File: src/rtl/multi_port_fifo.sv
// multi_port_fifo: superscalar circular FIFO.
// Up to WR_PORTS entries enter per cycle (all-or-nothing) and up to RD_PORTS
// leave per cycle (saturating at the current occupancy). Pointers carry one
// extra wrap bit so that full and empty stay distinguishable without a counter.
// Outputs are combinational from the registered pointers, plus wcount for wready.

// Simulation-only property checker for the FIFO.
module multi_port_fifo_chk #(
   parameter int DEPTH     = 8,
   parameter int WR_PORTS  = 2,
   parameter int RD_PORTS  = 2,
   parameter int CNT_WIDTH = 4,
   parameter int WC_WIDTH  = 2,
   parameter int RC_WIDTH  = 2
) (
   input  logic                 clk,
   input  logic                 rst,
   input  logic [CNT_WIDTH-1:0] count,
   input  logic [WC_WIDTH-1:0]  wcount,
   input  logic [RC_WIDTH-1:0]  rcount
);
   a_depth_pow2: assert property (@(posedge clk) ((DEPTH & (DEPTH - 32'sd1)) == 32'sd0))
      else $error("multi_port_fifo: DEPTH is not a power of 2");
   a_count_max: assert property (@(posedge clk) disable iff (rst) (int'(count) <= DEPTH))
      else $error("multi_port_fifo: occupancy exceeds DEPTH");
   a_wcount_max: assert property (@(posedge clk) disable iff (rst) (int'(wcount) <= WR_PORTS))
      else $error("multi_port_fifo: wcount exceeds WR_PORTS");
   a_rcount_max: assert property (@(posedge clk) disable iff (rst) (int'(rcount) <= RD_PORTS))
      else $error("multi_port_fifo: rcount exceeds RD_PORTS");
endmodule

module multi_port_fifo #(
   parameter int  WIDTH     = 32,
   parameter int  DEPTH     = 8,
   parameter int  WR_PORTS  = 2,
   parameter int  RD_PORTS  = 2,
   parameter type DTYPE     = logic [WIDTH-1:0],
   localparam int PTR_WIDTH = $clog2(DEPTH),
   localparam int CNT_WIDTH = $clog2(DEPTH + 1),
   localparam int WC_WIDTH  = $clog2(WR_PORTS + 1),
   localparam int RC_WIDTH  = $clog2(RD_PORTS + 1)
) (
   input  logic                 clk,
   input  logic                 rst,
   input  logic                 flush,
   input  logic [WC_WIDTH-1:0]  wcount,
   input  DTYPE                 wdata [WR_PORTS],
   output logic                 wready,
   input  logic [RC_WIDTH-1:0]  rcount,
   output DTYPE                 rdata [RD_PORTS],
   output logic [RD_PORTS-1:0]  rvalid,
   output logic [CNT_WIDTH-1:0] count,
   output logic [CNT_WIDTH-1:0] free,
   output logic                 full,
   output logic                 empty
);
   localparam int PW = PTR_WIDTH + 1;

   logic [PW-1:0]        wptr_r;
   logic [PW-1:0]        rptr_r;
   DTYPE                 mem_r [DEPTH];

   logic [PW-1:0]        occ_s;
   logic [CNT_WIDTH-1:0] count_s;
   logic [CNT_WIDTH-1:0] free_s;
   logic [CNT_WIDTH-1:0] rc_ext_s;
   logic [CNT_WIDTH-1:0] deq_n_s;
   logic                 wready_s;
   logic                 enq_s;

   // Occupancy and per-cycle enqueue/dequeue decisions from start-of-cycle state.
   // Space freed by this cycle's dequeue is deliberately not offered to wready.
   always_comb begin
      occ_s    = wptr_r - rptr_r;
      count_s  = CNT_WIDTH'(occ_s);
      free_s   = CNT_WIDTH'(DEPTH) - count_s;
      rc_ext_s = CNT_WIDTH'(rcount);
      wready_s = (CNT_WIDTH'(wcount) <= free_s);
      if (rc_ext_s < count_s) begin
         deq_n_s = rc_ext_s;
      end else begin
         deq_n_s = count_s;
      end
      if (!flush && (wcount != '0) && wready_s) begin
         enq_s = 1'b1;
      end else begin
         enq_s = 1'b0;
      end
   end

   // Read lanes: lane i shows the entry at head + i, wrapping modulo DEPTH.
   always_comb begin
      logic [PTR_WIDTH-1:0] rd_idx;
      rd_idx = '0;
      for (int i = 0; i < RD_PORTS; i++) begin
         rd_idx    = rptr_r[PTR_WIDTH-1:0] + PTR_WIDTH'(i);
         rdata[i]  = mem_r[rd_idx];
         rvalid[i] = (CNT_WIDTH'(i) < count_s);
      end
   end

   assign wready = wready_s;
   assign count  = count_s;
   assign free   = free_s;
   assign full   = (count_s == CNT_WIDTH'(DEPTH));
   assign empty  = (count_s == '0);

   // Pointer update: reset beats flush, flush beats enqueue/dequeue.
   always_ff @(posedge clk) begin
      if (rst) begin
         wptr_r <= '0;
         rptr_r <= '0;
      end else if (flush) begin
         rptr_r <= wptr_r;
      end else begin
         if (enq_s) begin
            wptr_r <= wptr_r + PW'(wcount);
         end
         rptr_r <= rptr_r + PW'(deq_n_s);
      end
   end

   // Storage write: lanes 0..wcount-1 land in consecutive slots, wrapping per lane.
   // The array is intentionally not reset; rvalid qualifies its contents.
   always_ff @(posedge clk) begin
      logic [PTR_WIDTH-1:0] wr_idx;
      wr_idx = '0;
      for (int i = 0; i < WR_PORTS; i++) begin
         wr_idx = wptr_r[PTR_WIDTH-1:0] + PTR_WIDTH'(i);
         if (!rst && enq_s && (i < int'(wcount))) begin
            mem_r[wr_idx] <= wdata[i];
         end
      end
   end

   multi_port_fifo_chk #(
      .DEPTH     (DEPTH),
      .WR_PORTS  (WR_PORTS),
      .RD_PORTS  (RD_PORTS),
      .CNT_WIDTH (CNT_WIDTH),
      .WC_WIDTH  (WC_WIDTH),
      .RC_WIDTH  (RC_WIDTH)
   ) u_chk (
      .clk    (clk),
      .rst    (rst),
      .count  (count_s),
      .wcount (wcount),
      .rcount (rcount)
   );
endmodule

File: config.mk
export PLATFORM = sky130hd
export DESIGN_NAME = multi_port_fifo
export DESIGN_NICKNAME = d
export VERILOG_FILES = /design/src/rtl/multi_port_fifo.sv
export SDC_FILE = /design/constraint.sdc
export NUM_CORES = 1
export LEC_CHECK = 0
export ABC_CLOCK_PERIOD_IN_PS = 13000
export CAP_MARGIN = 20
export CORE_ASPECT_RATIO = 0.9
export CORE_MARGIN = 5
export CORE_UTILIZATION = 60
export CTS_CLUSTER_DIAMETER = 60
export DETAILED_ROUTE_END_ITERATION = 10
export PLACE_DENSITY_LB_ADDON = 0.3
export SLEW_MARGIN = 20
export SYNTH_ARGS = -nofsm -noshare
export SYNTH_HDL_FRONTEND = slang
export SYNTH_HIERARCHICAL = 1
export SYNTH_SLANG_ARGS = --single-unit
export TNS_END_PERCENT = 5
File: constraint.sdc
create_clock -name clk -period 13 [get_ports clk]
set_input_delay 2.6 -clock clk [delete_from_list [all_inputs] [get_ports clk]]
set_output_delay 2.6 -clock clk [all_outputs]
set_load 0.05 [all_outputs]
== Word level (Yosys, flattened, before mapping) ==
Memory sizes are Yosys's and may differ from the RTL's. A register that Yosys moved wholly into a read port is not among the register bits.
Index checks and enable logic that the tools add are counted.
Widths: inputs -> output; s select.

* Bits in registers: 8
* RAM bits: 256
* Input bits: 71
* Output and inout port bits: 77
* Logic and storage cells: 35
* Memories kept: 1

* Add/sub/neg operators: 6
* $lt $le $gt $ge: 6
* Equal/unequal tests: 1
* Mux-type cells: 8
* Bitwise logic cells: 1
* Reductions and logical operators: 10

{| class="wikitable"
|+ Memory list
! memory !! words !! width !! read ports !! clocked after Yosys merged registers in !! wr ports !! line !! RTL
|-
| mem_r || 8 || 32 || 2 || 1 || 2 || 61 || <nowiki>DTYPE mem_r [DEPTH];</nowiki>
|}

{| class="wikitable"
|+ Operators by type and width
! operator !! number
|-
| $lt 1x4->1 const A || 2
|-
| $mux 4 || 2
|-
| $add 3x1->3 const B || 2
|-
| $logic_and 1x1->1 || 5
|-
| $mux 1 || 5
|-
| $add 4x2->4 || 1
|-
| $add 4x4->4 || 1
|-
| $eq 4x4->1 const B || 1
|-
| $le 2x4->1 || 1
|-
| $logic_not 4->1 || 1
|-
| $lt 1x2->1 const A || 2
|-
| $lt 2x4->1 || 1
|-
| $sub 4x4->4 || 1
|-
| $sub 4x4->4 const A || 1
|-
| $mux 3 || 1
|-
| $logic_not 1->1 || 2
|-
| $reduce_and 2->1 || 1
|-
| $reduce_bool 2->1 || 1
|-
| $not 1->1 || 1
|}

== Depth between registers and ports, before layout ==
Gate-level depths: netlist of run 1.

* Depth in word-level cells: 9
* Gate-level depth with buffers: 17
* Depth with buffers taken out: 16

== Worst setup path before layout of run 1 ==
No wires, ideal clock.

* Path type: register -> output
* Start: register rptr_r[1]
* End: output port wready
* Data arrival time: 3,941 ps
* Data required time: 10,400 ps
* Slack: 6,459 ps
* Stages on the path, launching flop included: 13
* Buffers on the path: 3
* Path through: dfxtp_1 -> clkbuf_1 -> clkbuf_1 -> inv_1 -> fa_1 -> inv_1 -> ha_1 -> inv_1 -> ha_1 -> nor2b_1 -> o21ai_0 -> or3_4 -> buf_8

* Word-level cells in the longest chain between the ends: 3

{| class="wikitable"
|+ RTL lines
! item !! line !! RTL
|-
| start: declaration || 60 || <nowiki>logic [PW-1:0] rptr_r;</nowiki>
|-
| start signal: assignment || 114 || <nowiki>rptr_r <= wptr_r;</nowiki>
|-
| start signal: assignment || 119 || <nowiki>rptr_r <= rptr_r + PW'(deq_n_s);</nowiki>
|-
| $sub 4x4->4 || 74 || <nowiki>occ_s = wptr_r - rptr_r;</nowiki>
|-
| named net count[1] || 52 || <nowiki>output logic [CNT_WIDTH-1:0] count,</nowiki>
|-
| $sub 4x4->4 || 76 || <nowiki>free_s = CNT_WIDTH'(DEPTH) - count_s;</nowiki>
|-
| named net free[1] || 53 || <nowiki>output logic [CNT_WIDTH-1:0] free,</nowiki>
|-
| $le 2x4->1 || 78 || <nowiki>wready_s = (CNT_WIDTH'(wcount) <= free_s);</nowiki>
|-
| end: declaration || 48 || <nowiki>output logic wready,</nowiki>
|}

The timed path passes the listed nets, and every way through them passes these cells.

== Final worst setup path of run 1 ==
* Start: input port wcount[1]
* End: output port wready

* Word-level cells in the longest chain between the ends: 1

{| class="wikitable"
|+ RTL lines
! item !! line !! RTL
|-
| start: declaration || 46 || <nowiki>input logic [WC_WIDTH-1:0] wcount,</nowiki>
|-
| $le 2x4->1 || 78 ||
|}

Every way passes these cells.

==> results_dict.tcl, run 1 <==
set metrics [dict create \
    crit_path_start_kind "input port" \
    via_per_inst 6.40 \
    fin_crit_sh_pct 59.3 \
    die-area_um2 31500 \
    synth_edf_count 256 \
    final_common_cell "edfxtp_1" \
    finalSetupTns_ps 0 \
    fmax_mhz 130 \
    relSlewSlack_pct 26.9 \
    peakVddDrop_uv 285 \
    ys_seq_area_share_pct 46.6 \
    grt_pass1_vias 10169 \
    dr.pass1.iters 5 \
    layoutNonFillerInstCount 1469 \
    worst_pin_slew_ps 1100 \
    p_leak_uw 0.00736 \
    syn_inst 963 \
    path_class "in2out" \
    area_growth_pct 14.1 \
    n_antenna_cell 0 \
    cts_hold_buffers 0 \
    drt_iter0_drc 831 \
    crit_fanout 10 \
    post_cts_buffers 0 \
    slew_viol_final 0 \
    die_w_um 187 \
    synth_fp_nets 1051 \
    start_util_pct 60.6 \
    finalHoldViolCount 0 \
    antenna_found_initial 2 \
    placed_cells 1415 \
    core_area_um2 27800 \
    grt_max_degree 68 \
    holdCritPathClass "reg2reg" \
    numClockSinks 264 \
    io_pins 148 \
    top_layer_used "met5" \
    seq_area_um2 7860 \
    die-height_um 169 \
    syn_area_um2 16900 \
    avgSynthCellArea_um2 17.5 \
    drive_gt1_share_pct 44.0 \
    status "finished clean" \
    rows 58 \
    wl_met3_um 2300 \
    maxCapViolations 0 \
    vias 9404 \
    synth_area_leaders "edfxtp_1 46%, mux2_4 21%, mux4_2 17%, buf_12 2.9%, nand2_1 2.3%" \
    yosys.area.top_type_share_pct 45.6 \
    synth-seq-cells 264 \
    synth_flop_cell "edfxtp_1" \
    power_density_nw_per_um2 253 \
    numCtsBuffers 29 \
    met1Wirelength_um 15100 \
    cts-root-buf "clkbuf_16" \
    ys_types 43 \
    grt_usage_pct 24.3 \
    insertion_delay_ps 540 \
    dp_hpwl_um 21400 \
    clock_path_buffers 3 \
    grt_pass1_wl_um 59900 \
    cts_tree "done" \
    min_period_ps 7710 \
    yosys_warnings 6 \
    rsz0062_at_grt "false" \
    cp-end-kind "primary output" \
    setup_viol 0 \
    synth-async-reset-ratio_pct 0 \
    remaining_drc_errors 0 \
    place_congestion 0.802 \
    clk_transition_reported_paths_ps 60 \
    cts_max_level 1 \
    worstPathRequired_ps 10400 \
    synth_top_cell_by_area "edfxtp_1" \
    final_antenna_net_count 0 \
    skew_ps 8.84 \
    multi_input_area_um2 8400 \
    grt-ovfl-total 0 \
    wl_met2_um 20300 \
    final_cell_mix "256 x edfxtp_1, 240 x mux2_4, 147 x clkdlybuf4s50_1, 128 x mux4_2, 102 x nand2_1" \
    routed_wl_um 38600 \
    fillers 1826 \
    arrival_ps 5110 \
    post_drt_wl_per_cell_um 26.3 \
    fin_nets 1175 \
    io_buffers 147 \
    cts_resized 0 \
]
## state kept, by name, indices dropped and copies added (netlist names)
| signal | flops |
|---|---|
| rptr_r | 4 |
| wptr_r | 4 |
| mem_r | 256 |
## cell type report
| class | count | area share (%) |
|---|---|---|
| Tap cell | 360 | 2.34 |
| Inverter | 14 | 0.273 |
| Clock buffer | 32 | 3.83 |
| Sequential cell | 264 | 40.8 |
| Multi-Input combinational cell | 617 | 43.6 |
| Clock inverter | 21 | 0.761 |
| Timing Repair Buffer | 161 | 8.30 |
## metal layers
metal	vias up	GRT usage, %
li1	4102	-
met1	4880	31.7
met2	352	44.0
met3	66	3.09
met4	4	5.86
met5	-	0
## Yosys cell counts (7+ instances only)
cell      count
clkbuf_1     20
inv_1        12
nand3_4       8
nor2_1       20
a21oi_1       7
buf_12       24
dfxtp_1       8
nand2_1     102
mux2_1       17
ha_1         14
mux2_2       34
buf_1        19
mux4_2      128
edfxtp_1    256
mux2_4      240
## where the power goes
group / leakage, uW / internal [uW] / switching, uW / total (uW)
Sequential: 0.00238 / 1050 / 67.7 / 1120
Combinational: 0.00453 / 1210 / 1770 / 2980
Clock: 0.000447 / 445 / 328 / 772
Total: 0.00736 / 2700 / 2170 / 4870
## metrics by stage
stage	total power [uW]	area, um2	hold WS, ps	util [%]	setup WS, ps
floorplan	3310	16900	484	-	6460
global placement	4100	18300	496	65.9	5320
detailed placement	4120	18300	512	65.9	5280
CTS	4900	19200	531	69.1	5280
global route	5080	19200	591	69.2	5210
finish	4870	19200	522	69.2	5290
## critical path, stage by stage
cell             delay, ps
clkdlybuf4s50_1        470
ha_1                   340
nor2b_1                140
o21ai_0                340
or3_4                  370
clkdlybuf4s50_1        860
## kinds of logic after synthesis
logic type / after synthesis / synth area share (%)
adder cells (fa/ha/maj): 17 / 1.40
buffers and inverters: 82 / 4.25
other: 1 / 0.0223
XOR/XNOR: 10 / 0.653
AO/OA/AOI/OAI: 23 / 0.913
flip-flops: 264 / 46.6
AND/OR/NAND/NOR: 144 / 4.11
multiplexers: 422 / 42.1
## final timing paths
path / slack, ps / startpoint / to / depth (start not counted)
setup / recovery: 5290 / wcount[1] / wready / 6
setup reg to reg: 8200 / rptr_r[0]$_SDFF_PP0_ / mem_r[1][0]$_DFFE_PP_ / 12
hold reg to reg: 520 / wptr_r[3]$_SDFFE_PP0P_ / wptr_r[3]$_SDFFE_PP0P_ / 2
hold / removal: 520 / wptr_r[3]$_SDFFE_PP0P_ / wptr_r[3]$_SDFFE_PP0P_ / 2
No activity file was read; power rests on OpenSTA's default activity.
==> inputs of run 2 (changes only) <==
ABC_CLOCK_PERIOD_IN_PS = 7000   (was 13000)
CORE_UTILIZATION = 53   (was 60)
clock period = 7 ns   (was 13 ns; I/O delays follow)
==> results_dict.tcl, run 2 (synthesized netlist as in run 1, its figures left out) <==
set metrics [dict create \
    p_int_uw 5030 \
    status "finished clean" \
    die_w_um 198 \
    cts-root-buf "clkbuf_16" \
    post_cts_buffers 0 \
    multi_input_area_um2 8400 \
    relSlewSlack_pct 31.4 \
    crit_path_end "wready" \
    top_regs "mem_r: 256 flops, rptr_r: 4 flops, wptr_r: 4 flops" \
    area_growth_pct 14.7 \
    cp-end-kind "primary output" \
    crit_fanout 28 \
    post_drt_wl_per_cell_um 26.3 \
    cp_cell_sequence "ha_1 -> inv_1 -> fa_1 -> inv_1 -> ha_1 -> inv_1 -> ha_1 -> nor2b_1 -> o21ai_0 -> or3_4 -> clkdlybuf4s50_1" \
    rsz0062_at_grt "false" \
    insertion_delay_ps 550 \
    peakVddDrop_uv 604 \
    worst_pin_slew_ps 1030 \
    final_common_cell "edfxtp_1" \
    setup_viol 0 \
    path_class "reg2out" \
    fin_ws_ps 1180 \
    largest_reg_flops 256 \
    clock_path_buffers 3 \
    cpMaxStageDelayCell "clkdlybuf4s50_1" \
    clk_transition_reported_paths_ps 70 \
    fillers 2331 \
    swShare_pct 44.7 \
    combPwrFrac_pct 61.2 \
    place_congestion 0.782 \
    crit_path_start_kind "register" \
    p_leak_uw 0.00736 \
    fin_crit_sh_pct 83.1 \
    cts_hold_buffers 0 \
    io_buffers 147 \
    power_density_nw_per_um2 471 \
    rows 62 \
    drt_iter0_drc 725 \
    fmax_mhz 172 \
    antenna_found_initial 3 \
    worstReg2RegEnd "mem_r[1][0]$_DFFE_PP_" \
    fin_nets 1177 \
    finalSetupTns_ps 0 \
    slew_viol_final 0 \
    die-height_um 179 \
    final_antenna_net_count 0 \
    switchingPower_uw 4070 \
    cts_tree "done" \
    grt-ovfl-total 0 \
    vias 9389 \
    finalHoldViolCount 0 \
    seq_area_um2 7860 \
    grt_usage_pct 22.6 \
    routed_wl_um 40200 \
    numCtsBuffers 29 \
    slowest_delay_ps 850 \
    clkPwrFrac_pct 16.1 \
    dp_slack_ps 1700 \
    grt_pass1_wl_um 60100 \
    cts_max_level 1 \
    die-area_um2 35500 \
    maxCapViolations 0 \
    crit_path_start "rptr_r[0]$_SDFF_PP0_" \
    min_period_ps 5820 \
    holdCritPathClass "reg2reg" \
    ff2ff_path_depth 12 \
    remaining_drc_errors 0 \
    arrival_ps 4420 \
    grt_pass1_vias 9772 \
    numClockSinks 264 \
    grt_max_degree 65 \
    io_pins 148 \
    worstPathRequired_ps 5600 \
    dr.pass1.iters 4 \
    start_util_pct 53.2 \
    p_seq_share_pct 22.7 \
    dp_hpwl_um 22700 \
    final_cell_mix "256 x edfxtp_1, 240 x mux2_4, 147 x clkdlybuf4s50_1, 128 x mux4_2, 102 x nand2_1" \
    core_area_um2 31700 \
    regMostFlops "mem_r" \
    cts_resized 0 \
    r2r_start "rptr_r[0]$_SDFF_PP0_" \
    drive_gt1_share_pct 44.2 \
    skew_ps 12.2 \
    rrSetupSlack_ps 2310 \
    via_per_inst 6.14 \
]
## run 2: cell count changes in the layout (fill, tap and decap cells not counted)
cell / change
clkinv_4: +1
clkinv_1: -2
buf_6: -2
buf_4: +5
buf_12: -1
inv_6: +3
diode_2: +3
clkinv_2: -5
clkinvlp_4: +2
## run 2: worst max-delay path, delay by kind of cell, from the launching register on
| family | cells | cell delay [ps] |
|---|---|---|
| buffers and inverters | 4 | 1040 |
| DFF | 1 | 630 |
| AOI/OAI and AO/OA | 1 | 340 |
| adders and majority gates | 4 | 1380 |
| and+or+nand+nor | 2 | 490 |
## run 2: stage by stage
stage | area, um2 | util [%] | hold slack [ps] | power, uW | cells
final | 19300 | 61.1 | 537 | 9100 | 1529
after global routing | 19300 | 61.0 | 564 | 9500 | 1528
after CTS | 19300 | 61.0 | 531 | 9170 | 1526
after detailed placement | 18400 | 58.2 | 519 | 7710 | 1474
after global placement | 18400 | 58.2 | 510 | 7660 | 1474
after floorplan | 16900 | - | 484 | 6150 | 963
## run 2: cell type report
| type | count | share of cell area, % |
|---|---|---|
| multi-input combinational | 617 | 43.4 |
| sequential | 264 | 40.7 |
| timing repair buffer | 163 | 8.24 |
| clock buffer | 32 | 3.81 |
| tap | 416 | 2.69 |
| clock inverter | 20 | 0.848 |
| inverter | 14 | 0.272 |
| antenna | 3 | 0.0388 |
## run 2: worst min-delay path by stage
stage                           start                endpoint  slack (ps)  cells after the start
2_1_floorplan  wptr_r[3]$_SDFFE_PP0P_  wptr_r[3]$_SDFFE_PP0P_         480                      2
3_3_place_gp   wptr_r[3]$_SDFFE_PP0P_  wptr_r[3]$_SDFFE_PP0P_         510                      2
3_5_place_dp   wptr_r[3]$_SDFFE_PP0P_  wptr_r[3]$_SDFFE_PP0P_         520                      2
4_1_cts        wptr_r[3]$_SDFFE_PP0P_  wptr_r[3]$_SDFFE_PP0P_         530                      2
5_1_grt        wptr_r[3]$_SDFFE_PP0P_  wptr_r[3]$_SDFFE_PP0P_         560                      2
6_report       wptr_r[3]$_SDFFE_PP0P_  wptr_r[3]$_SDFFE_PP0P_         540                      2
## run 2: layer usage
layer	routed length (um)	track usage (%)	part of all wire, %
met1	16600	30.9	41
met5	7	0	0.017
met4	689	4.59	1.7
met3	2520	3.65	6.3
met2	20400	38.7	51
## run 2: power by group through the flow
stage | clock, uW | combinational [uW] | sequential, uW
3_5_place_dp | 0 | 5610 | 2100
4_1_cts | 1470 | 5630 | 2070
2_1_floorplan | 0 | 4120 | 2030
5_1_grt | 1540 | 5870 | 2090
6_report | 1460 | 5570 | 2070
3_3_place_gp | 0 | 5570 | 2090
==> inputs of run 3 (changes only) <==
ABC_CLOCK_PERIOD_IN_PS = 5220   (was 7000)
clock period = 5.22 ns   (was 7 ns; I/O delays follow)
==> results_dict.tcl, run 3 (synthesized netlist as in run 1, its figures left out) <==
set metrics [dict create \
    p_leak_uw 0.00745 \
    final_util_pct 61.7 \
    final_antenna_net_count 0 \
    die-area_um2 35500 \
    routed_wl_um 40900 \
    crit_path_start_kind "register" \
    fmax_mhz 208 \
    slew_viol_final 0 \
    area_growth_pct 15.9 \
    grt_usage_pct 23.2 \
    regMostFlops "mem_r" \
    swShare_pct 44.8 \
    fin_crit_sh_pct 92.2 \
    path_class "reg2out" \
    fin_nets 1192 \
    power_density_nw_per_um2 629 \
    post_drt_wl_per_cell_um 26.5 \
    numClockSinks 264 \
    use_met2_pct 39.5 \
    post_cts_buffers 0 \
    maxCapViolations 0 \
    die-height_um 179 \
    final_common_cell "edfxtp_1" \
    start_util_pct 53.2 \
    relSlewSlack_pct 30.4 \
    largest_reg_flops 256 \
    dr.pass1.iters 6 \
    cts-root-buf "clkbuf_16" \
    core_area_um2 31700 \
    setup_viol 0 \
    grt-ovfl-total 0 \
    finalSetupTns_ps 0 \
    cts_max_level 1 \
    io_buffers 147 \
    p_seq_share_pct 22.2 \
    via_per_inst 6.15 \
    grt_pass1_wl_um 62100 \
    remaining_drc_errors 0 \
    cp-end-kind "primary output" \
    cts_resized 0 \
    place_congestion 0.789 \
    peakVddDrop_uv 799 \
    numCtsBuffers 30 \
    rsz0062_at_grt "false" \
    arrival_ps 3770 \
    drive_gt1_share_pct 44.5 \
    min_period_ps 4810 \
    clock_path_buffers 3 \
    antenna_found_initial 5 \
    top_regs "mem_r: 256 flops, rptr_r: 4 flops, wptr_r: 4 flops" \
    hold-worst-slack_ps 552 \
    worstPathRequired_ps 4180 \
    final_cell_mix "256 x edfxtp_1, 240 x mux2_4, 146 x clkdlybuf4s50_1, 128 x mux4_2, 102 x nand2_1" \
    worst_pin_slew_ps 1040 \
    met3_usage_pct 3.87 \
    use_met1_pct 32.5 \
    grt_pass1_vias 9968 \
    io_pins 148 \
    status "finished clean" \
    insertion_delay_ps 560 \
    n_antenna_cell 0 \
    clkPwrFrac_pct 15.8 \
    skew_ps 10.3 \
    clk_transition_reported_paths_ps 60 \
    switchingPower_uw 5500 \
    grt_max_degree 65 \
    p_int_uw 6780 \
    holdCritPathClass "reg2reg" \
    finalHoldViolCount 0 \
    grt_busiest_layer "met2" \
    drt_iter0_drc 768 \
    crit_fanout 12 \
    power_uw 12300 \
    combPwrFrac_pct 62.0 \
    vias 9492 \
    die_w_um 198 \
    rows 62 \
    dp_hpwl_um 24500 \
    cts_tree "done" \
    cts_hold_buffers 0 \
]
run 3: cell types whose count changed in the layout (fill, tap and decap cells not counted), moves of 2 or more:
cell,before,now
inv_6,3,1
buf_12,0,9
clkinv_1,5,10
buf_4,16,22
diode_2,3,0
clkinv_2,7,5
clkbuf_1,3,6
run 3: area by class of cell:
cell class / count / area [um2]
repair buffers: 177 / 1810
multi-input cells: 617 / 8400
flip-flops and latches: 264 / 7860
inverters: 14 / 52.6
fillers: 2302 / 12100
well taps: 416 / 520
clock inverters: 19 / 129
clock buffers: 36 / 773
run 3: path summary, 6_finish.rpt:
kind                           from                      to  slack, ps  cells past startpoint
max          wptr_r[0]$_SDFFE_PP0P_                  wready        410                     12
min          wptr_r[3]$_SDFFE_PP0P_  wptr_r[3]$_SDFFE_PP0P_        550                      2
max reg2reg  wptr_r[0]$_SDFFE_PP0P_  mem_r[6][16]$_DFFE_PP_        850                     14
min reg2reg  wptr_r[3]$_SDFFE_PP0P_  wptr_r[3]$_SDFFE_PP0P_        550                      2
run 3: stage by stage:
step / area, um2 / worst slack (ps) / cells
floorplan: 16900 / -470 / 963
global placement: 18600 / 974 / 1488
detailed placement: 18600 / 860 / 1488
CTS: 19500 / 395 / 1543
global route: 19500 / 140 / 1543
finish: 19500 / 406 / 1543
run 3: critical path, stage by stage, from the launching register on:
cell and delay [ps]:
dfxtp_1 580, inv_2 100, ha_1 240, inv_1 70, fa_1 450, inv_1 120, ha_1 250, inv_1 70
ha_1 230, nor2b_1 130, o21ai_0 350, or3_4 370, buf_4 250
run 3: power groups by stage:
| stage | registers [uW] | logic (uW) | clock network [uW] |
|---|---|---|---|
| 4_1_cts | 2730 | 7690 | 1960 |
| 3_3_place_gp | 2760 | 7620 | 0 |
| 6_report | 2730 | 7610 | 1940 |
| 5_1_grt | 2750 | 8020 | 2040 |
| 2_1_floorplan | 2720 | 5530 | 0 |
| 3_5_place_dp | 2770 | 7660 | 0 |
run 3: layer usage:
metal	part of all wire, %	up-vias
met4	1.3	10
met1	42	4962
met3	6.3	54
li1	-	4151
met2	50	315
met5	0.13	-
